`src/rtl/run_detect_pkg.sv`:
```
// run_detect_pkg: shared state encoding for the run-length detector channels.
`default_nettype none

package run_detect_pkg;

  localparam int ST_W = 3;

  localparam logic [ST_W-1:0] ST_IDLE  = 3'd0;
  localparam logic [ST_W-1:0] ST_COUNT = 3'd1;
  localparam logic [ST_W-1:0] ST_FIRE  = 3'd2;
  localparam logic [ST_W-1:0] ST_HOLD  = 3'd3;
  localparam logic [ST_W-1:0] ST_REL   = 3'd4;

  typedef enum logic [ST_W-1:0] {
    IDLE  = ST_IDLE,
    COUNT = ST_COUNT,
    FIRE  = ST_FIRE,
    HOLD  = ST_HOLD,
    REL   = ST_REL
  } state_t;

endpackage

`default_nettype wire

```
`src/rtl/run_detect_ch.sv`:
```
// run_detect_ch: one run-length detector channel (FSM, run counter, latched length).
// Release state and qf output exist only when RUN_DETECT_FALL_EN is defined.
`default_nettype none

module run_detect_ch
  import run_detect_pkg::*;
#(
  parameter  int RUN_MAX = 15,
  localparam int CW      = $clog2(RUN_MAX + 1)
) (
  input  logic          clk,
  input  logic          reset,
  input  logic          a,
  input  logic [CW-1:0] len,
  output logic          q
`ifdef RUN_DETECT_FALL_EN
  ,
  output logic          qf
`endif
);

  state_t        state, state_n;
  logic [CW-1:0] cnt, cnt_n;
  logic [CW-1:0] lk, lk_n;

  always_ff @(posedge clk or posedge reset) begin
    if (reset) begin
      state <= IDLE;
      cnt   <= '0;
      lk    <= CW'(1);
      q     <= 1'b0;
`ifdef RUN_DETECT_FALL_EN
      qf    <= 1'b0;
`endif
    end else begin
      state <= state_n;
      cnt   <= cnt_n;
      lk    <= lk_n;
      q     <= (state_n == FIRE);
`ifdef RUN_DETECT_FALL_EN
      qf    <= (state_n == REL);
`endif
    end
  end

  always_comb begin
    state_n = state;
    cnt_n   = cnt;
    lk_n    = lk;
    case (state)
      IDLE, REL: begin
        cnt_n = '0;
        if (!a) begin
          state_n = IDLE;
        end else if (len == CW'(1)) begin
          state_n = FIRE;
        end else begin
          // Length is captured here so a run_len change cannot disturb this run.
          state_n = COUNT;
          cnt_n   = CW'(1);
          lk_n    = len;
        end
      end
      COUNT: begin
        if (!a) begin
          state_n = IDLE;
          cnt_n   = '0;
        end else if (cnt + CW'(1) == lk) begin
          state_n = FIRE;
          cnt_n   = '0;
        end else begin
          cnt_n = cnt + CW'(1);
        end
      end
      FIRE, HOLD: begin
        if (a) begin
          state_n = HOLD;
        end else begin
`ifdef RUN_DETECT_FALL_EN
          state_n = REL;
`else
          state_n = IDLE;
`endif
        end
      end
      default: begin
        state_n = IDLE;
        cnt_n   = '0;
      end
    endcase
  end

endmodule

`default_nettype wire

```
`src/rtl/run_detect.sv`:
```
// run_detect: CH-channel run-length detector; clamps run_len once and fans out to channels.
// Optional release pulses (qf) are built when RUN_DETECT_FALL_EN is defined.
`default_nettype none

module run_detect
  import run_detect_pkg::*;
#(
  parameter  int CH      = 4,
  parameter  int RUN_MAX = 15,
  localparam int CW      = $clog2(RUN_MAX + 1)
) (
  input  logic          clk,
  input  logic          reset,
  input  logic [CH-1:0] i,
  input  logic [CH-1:0] pol,
  input  logic [CW-1:0] run_len,
  output logic [CH-1:0] q
`ifdef RUN_DETECT_FALL_EN
  ,
  output logic [CH-1:0] qf
`endif
);

  localparam logic [CW-1:0] LEN_MAX = CW'(RUN_MAX);

  logic [CH-1:0] a;
  logic [CW-1:0] len;

  assign a = i ^ pol;

  // Zero means "single sample"; values past RUN_MAX saturate.
  always_comb begin
    len = run_len;
    if (run_len == '0) begin
      len = CW'(1);
    end else if (run_len > LEN_MAX) begin
      len = LEN_MAX;
    end
  end

  for (genvar k = 0; k < CH; k++) begin : g_ch
    run_detect_ch #(
      .RUN_MAX (RUN_MAX)
    ) u_ch (
      .clk   (clk),
      .reset (reset),
      .a     (a[k]),
      .len   (len),
      .q     (q[k])
`ifdef RUN_DETECT_FALL_EN
      ,
      .qf    (qf[k])
`endif
    );
  end

endmodule

`default_nettype wire

```
`config.mk`:
```
export PLATFORM = sky130hd
export DESIGN_NAME = run_detect
export DESIGN_NICKNAME = d
export VERILOG_FILES = /design/src/rtl/run_detect_pkg.sv /design/src/rtl/run_detect_ch.sv /design/src/rtl/run_detect.sv
export SDC_FILE = /design/constraint.sdc
export NUM_CORES = 1
export LEC_CHECK = 0
export ABC_AREA = 1
export CAP_MARGIN = 5
export CORE_AREA = 2 2 72 74
export CTS_BUF_LIST = sky130_fd_sc_hd__clkbuf_2
export CTS_CLUSTER_DIAMETER = 150
export CTS_CLUSTER_SIZE = 30
export DETAILED_ROUTE_END_ITERATION = 16
export DIE_AREA = 0 0 74 76
export GPL_TIMING_DRIVEN = 0
export PLACE_DENSITY = 0.74
export RECOVER_POWER = 50
export SLEW_MARGIN = 20
export SYNTH_ARGS = -nofsm -noshare
export SYNTH_HDL_FRONTEND = slang
export SYNTH_SLANG_ARGS = --single-unit
export TNS_END_PERCENT = 100
```
`constraint.sdc`:
```
create_clock -name clk -period 1.4 [get_ports clk]
set_clock_uncertainty 0.1 [all_clocks]
set_input_delay 0.21 -clock clk [delete_from_list [all_inputs] [get_ports clk]]
set_output_delay 0.21 -clock clk [all_outputs]
set_load 0.01 [all_outputs]
```
==> reports/qor.csv <==
stage,metric,value,unit
status,result of the run,finished with violations,
status,violations in the final reports,setup timing,
job,number of violations of the max-capacitance limit,0,
place,post-detailed-placement half-perimeter wirelength,3.37,mm
setup_path,timing endpoint of the critical path,g_ch[1].u_ch.q,
clock_tree,total clock sinks,48,
sta,maximum operating frequency,0.643,GHz
die,y dimension of the die,76,um
sta,final worst slack,-155,ps
setup_path,Worst EP required,1660,ps
logic_synthesis,ranking of synthesized cells by area,"sky130_fd_sc_hd__dfrtp_1 43%, sky130_fd_sc_hd__nand2_1 13%, sky130_fd_sc_hd__nand3_1 5.9%",
sta,Hold Slack,244,ps
pwr,worst IR drop on VDD,0.000723,V
pwr,power share of the clock group,19.2,%
logic_synthesis,total number of yosys warnings,0,
finish,fraction of final layout cells sized beyond drive strength 1,26.6,%
global_route,antenna violations before repair,0,
clock_tree,cell chosen for the clock root,sky130_fd_sc_hd__clkbuf_2,
finish,number of nets in the final layout,378,
logic_synthesis,post-synthesis instance area,2550,um^2
die,effective utilization at floorplan,52.0,%
setup_path,CP endpoint kind,register,
setup_path,FF-to-FF Start,g_ch[1].u_ch.cnt[1],
global_route,number of global-route vias before repair,2069,
clock_tree,CTS tree,built,
clock_tree,clock slew at reported path FFs,270,ps
pwr,Comb pwr share,38.9,%
logic_synthesis,register bit total from synthesis,48,
pwr,switching component of the power,1.75,mW
setup_path,r2r setup slk,-160,ps
pwr,share of power burned in registers,41.9,%
setup_path,WS Path Type,reg2reg,
sta,RSZ-0062 raised after global routing,true,
die,io pins,18,
routing,Detailed Routing Iterations Pass 1,4,
logic_synthesis,post-synth cell types,26,
sta,Final TNS setup,-2780,ps
global_route,wire length of the first global-routing pass,8.56,mm
pwr,Overall Power,4.90,mW
worst_hold_path,worst hold path class,in2reg,
setup_path,Crit Reg-Reg Endpoint,g_ch[1].u_ch.q,
die,Placeable Area,4910,um^2
die,# rows,26,
clock_tree,Clock H-tree levels,2,
sta,period utilization,111,%
routing,antenna-violating nets left,0,
place,Final Wtd Congestion,0.812,
setup_path,count of cells along the worst register-to-register path,8,
clock_tree,worst skew pair latency,450,ps
logic_synthesis,synthesized area per cell,7.93,um^2
pwr,net switching fraction of the power,35.6,%
pwr,internal cell power,3.15,mW
global_route,overall fraction of global-route tracks in use,19.5,%
finish,Post-Route Utilization,65.7,%
die,DIE WIDTH,74,um
place,Port Buffer Count,17,
routing,detailed-route vias per instance,4.99,
global_route,grt ovf,0,
logic_synthesis,share of the synthesized area in the top cell type,43.1,%
finish,Area growth syn-to-layout,26.5,%
sta,shortest clock period the worst path allows after layout,1560,ps
sta,final count of hold timing violations,0,
setup_path,Critical Path AT,1810,ps
finish,number of antenna repair diodes,0,
die,Die Area,5620,um^2
clock_tree,Clock Tree Buf Depth,2,
routing,Top Metal Used,met4,
routing,detailed route wirelength on metal2,2.47,mm
routing,Routed wire per std cell,11.5,um
logic_synthesis,Yosys top cell by area,sky130_fd_sc_hd__dfrtp_1,
setup_path,crit path max fanout,3,
logic_synthesis,Synth Instances,322,
routing,routed metal-1 wirelength,2.20,mm
pwr,leakage,1.45,nW
pwr,power density of the placed cells,1520,nW/um^2
sta,total count of max-transition violations in the final report,0,
sta,"Setup violations, final",32,
routing,post-route DRC violation count,0,
routing,total number of vias,2151,
routing,Initial DRC Count,91,
setup_path,CP startpoint kind,register,
global_route,pin count of the biggest net entering global routing,49,
clock_tree,TritonCTS Buffers,5,
routing,Met3 Routed Length,172,um
logic_synthesis,sequential cell area fraction in the yosys report,47.2,%
routing,drt total wl,4.94,mm
setup_path,worst setup path startpoint,g_ch[1].u_ch.cnt[1],
[kinds of logic after synthesis]
family / after synthesis / synth area share, %
AND/OR/NAND/NOR: 178 / 31.9
flip-flops: 48 / 47.2
buffers and inverters: 47 / 7.64
AO/OA/AOI/OAI: 31 / 6.61
XOR/XNOR: 13 / 4.46
adder cells (fa/ha/maj): 4 / 1.96
other: 1 / 0.147
[power groups by stage]
stage                     registers (mW)  clock network (mW)  logic [mW]
after floorplan                     2.05                   0        1.17
after global placement              2.11                   0        1.40
after detailed placement            2.12                   0        1.43
after CTS                           2.04               0.960        1.76
after global routing                2.11                1.01        2.14
final                               2.05               0.940        1.91
[flip-flops by register name (all words and copies together), names as in the netlist]
register / count
g_ch.u_ch.cnt: 16
g_ch.u_ch.lk: 16
g_ch.u_ch.q: 4
g_ch.u_ch.state: 12
[metrics by stage]
stage	std cells	instance area, um^2	setup WS, ps
after floorplan	325	2620	-96.7
after global placement	412	2880	-471
after detailed placement	412	2880	-512
after CTS	428	3110	-147
after global routing	431	3230	-243
final	431	3230	-155
[Yosys cell counts]
library cell,n
sky130_fd_sc_hd__nand2_4,1
sky130_fd_sc_hd__xor2_1,6
sky130_fd_sc_hd__conb_1,1
sky130_fd_sc_hd__o21ai_1,4
sky130_fd_sc_hd__buf_4,5
sky130_fd_sc_hd__o22ai_1,8
sky130_fd_sc_hd__inv_2,6
sky130_fd_sc_hd__a21oi_1,3
sky130_fd_sc_hd__dfrtp_1,44
sky130_fd_sc_hd__nor3_2,2
sky130_fd_sc_hd__nand2_2,8
sky130_fd_sc_hd__a31oi_1,3
sky130_fd_sc_hd__or2_1,1
sky130_fd_sc_hd__nand3_1,30
sky130_fd_sc_hd__inv_1,36
sky130_fd_sc_hd__nand3b_1,3
sky130_fd_sc_hd__nor3_4,1
sky130_fd_sc_hd__nand2_1,90
sky130_fd_sc_hd__nor2_2,6
sky130_fd_sc_hd__nand4_1,9
sky130_fd_sc_hd__xnor2_1,7
sky130_fd_sc_hd__o21ai_0,13
sky130_fd_sc_hd__ha_1,4
sky130_fd_sc_hd__dfstp_2,4
sky130_fd_sc_hd__nor2_1,26
sky130_fd_sc_hd__nand3_2,1
[worst max-delay path, stage by stage (launching register included)]
cell and delay [ps]:
sky130_fd_sc_hd__dfrtp_2 470, sky130_fd_sc_hd__ha_4 290, sky130_fd_sc_hd__xnor2_2 100, sky130_fd_sc_hd__nand2_1 70
sky130_fd_sc_hd__nor2_2 140, sky130_fd_sc_hd__nand2_2 110, sky130_fd_sc_hd__nand2_4 100, sky130_fd_sc_hd__nand2_2 60
sky130_fd_sc_hd__nor2_1 80
[layer usage]
metal / GRT usage, % / vias to the layer above
li1: - / 1111
met1: 24.1 / 990
met2: 33.0 / 40
met3: 4.50 / 10
met4: 6.36 / 0
met5: 0 / -
[worst min path at each step]
| stage | cells past startpoint | endpoint | start | slack (ps) |
|---|---|---|---|---|
| 2_1_floorplan | 1 | g_ch[0].u_ch.cnt[1] | reset | 140 |
| 3_3_place_gp | 2 | g_ch[0].u_ch.lk[0] | g_ch[0].u_ch.lk[0] | 380 |
| 3_5_place_dp | 2 | g_ch[0].u_ch.lk[0] | g_ch[0].u_ch.lk[0] | 380 |
| 4_1_cts | 2 | g_ch[2].u_ch.cnt[3] | reset | 190 |
| 5_1_grt | 3 | g_ch[0].u_ch.lk[0] | run_len[0] | 230 |
| 6_report | 3 | g_ch[2].u_ch.lk[0] | run_len[0] | 240 |
[layout make-up]
type,count,area [um^2]
Buffer,1,7.51
Clock buffer,6,30.0
Clock inverter,2,60.1
Fill cell,389,1680
Inverter,42,164
Multi-Input combinational cell,230,1350
Sequential cell,48,1220
Tap cell,70,87.6
Timing Repair Buffer,32,310
[placed cells by master (no fill, tap or decap), drive strengths merged]
| cell type | n |
|---|---|
| clkbuf | 6 |
| or2 | 1 |
| dfstp | 4 |
| o22ai | 8 |
| xnor2 | 7 |
| a21oi | 3 |
| nor2 | 32 |
| nand4 | 9 |
| nor3 | 3 |
| buf | 19 |
| nand3 | 31 |
| conb | 4 |
| ha | 4 |
| clkinvlp | 1 |
| o21ai | 17 |
| nand2 | 99 |
| xor2 | 6 |
| dlygate4sd3 | 2 |
| dfrtp | 44 |
| nand3b | 3 |
| a31oi | 3 |
| bufinv | 2 |
| clkdlybuf4s50 | 12 |
| inv | 41 |
[repair_timing]
item	in CTS	in global routing
endpoints found under the hold margin	0	13
setup buffers	10	3
resized for setup	36	25
setup endpoints to repair	34	37
pin swaps	2	16
hold buffers	0	1
Power figures use the tool's default switching activity.
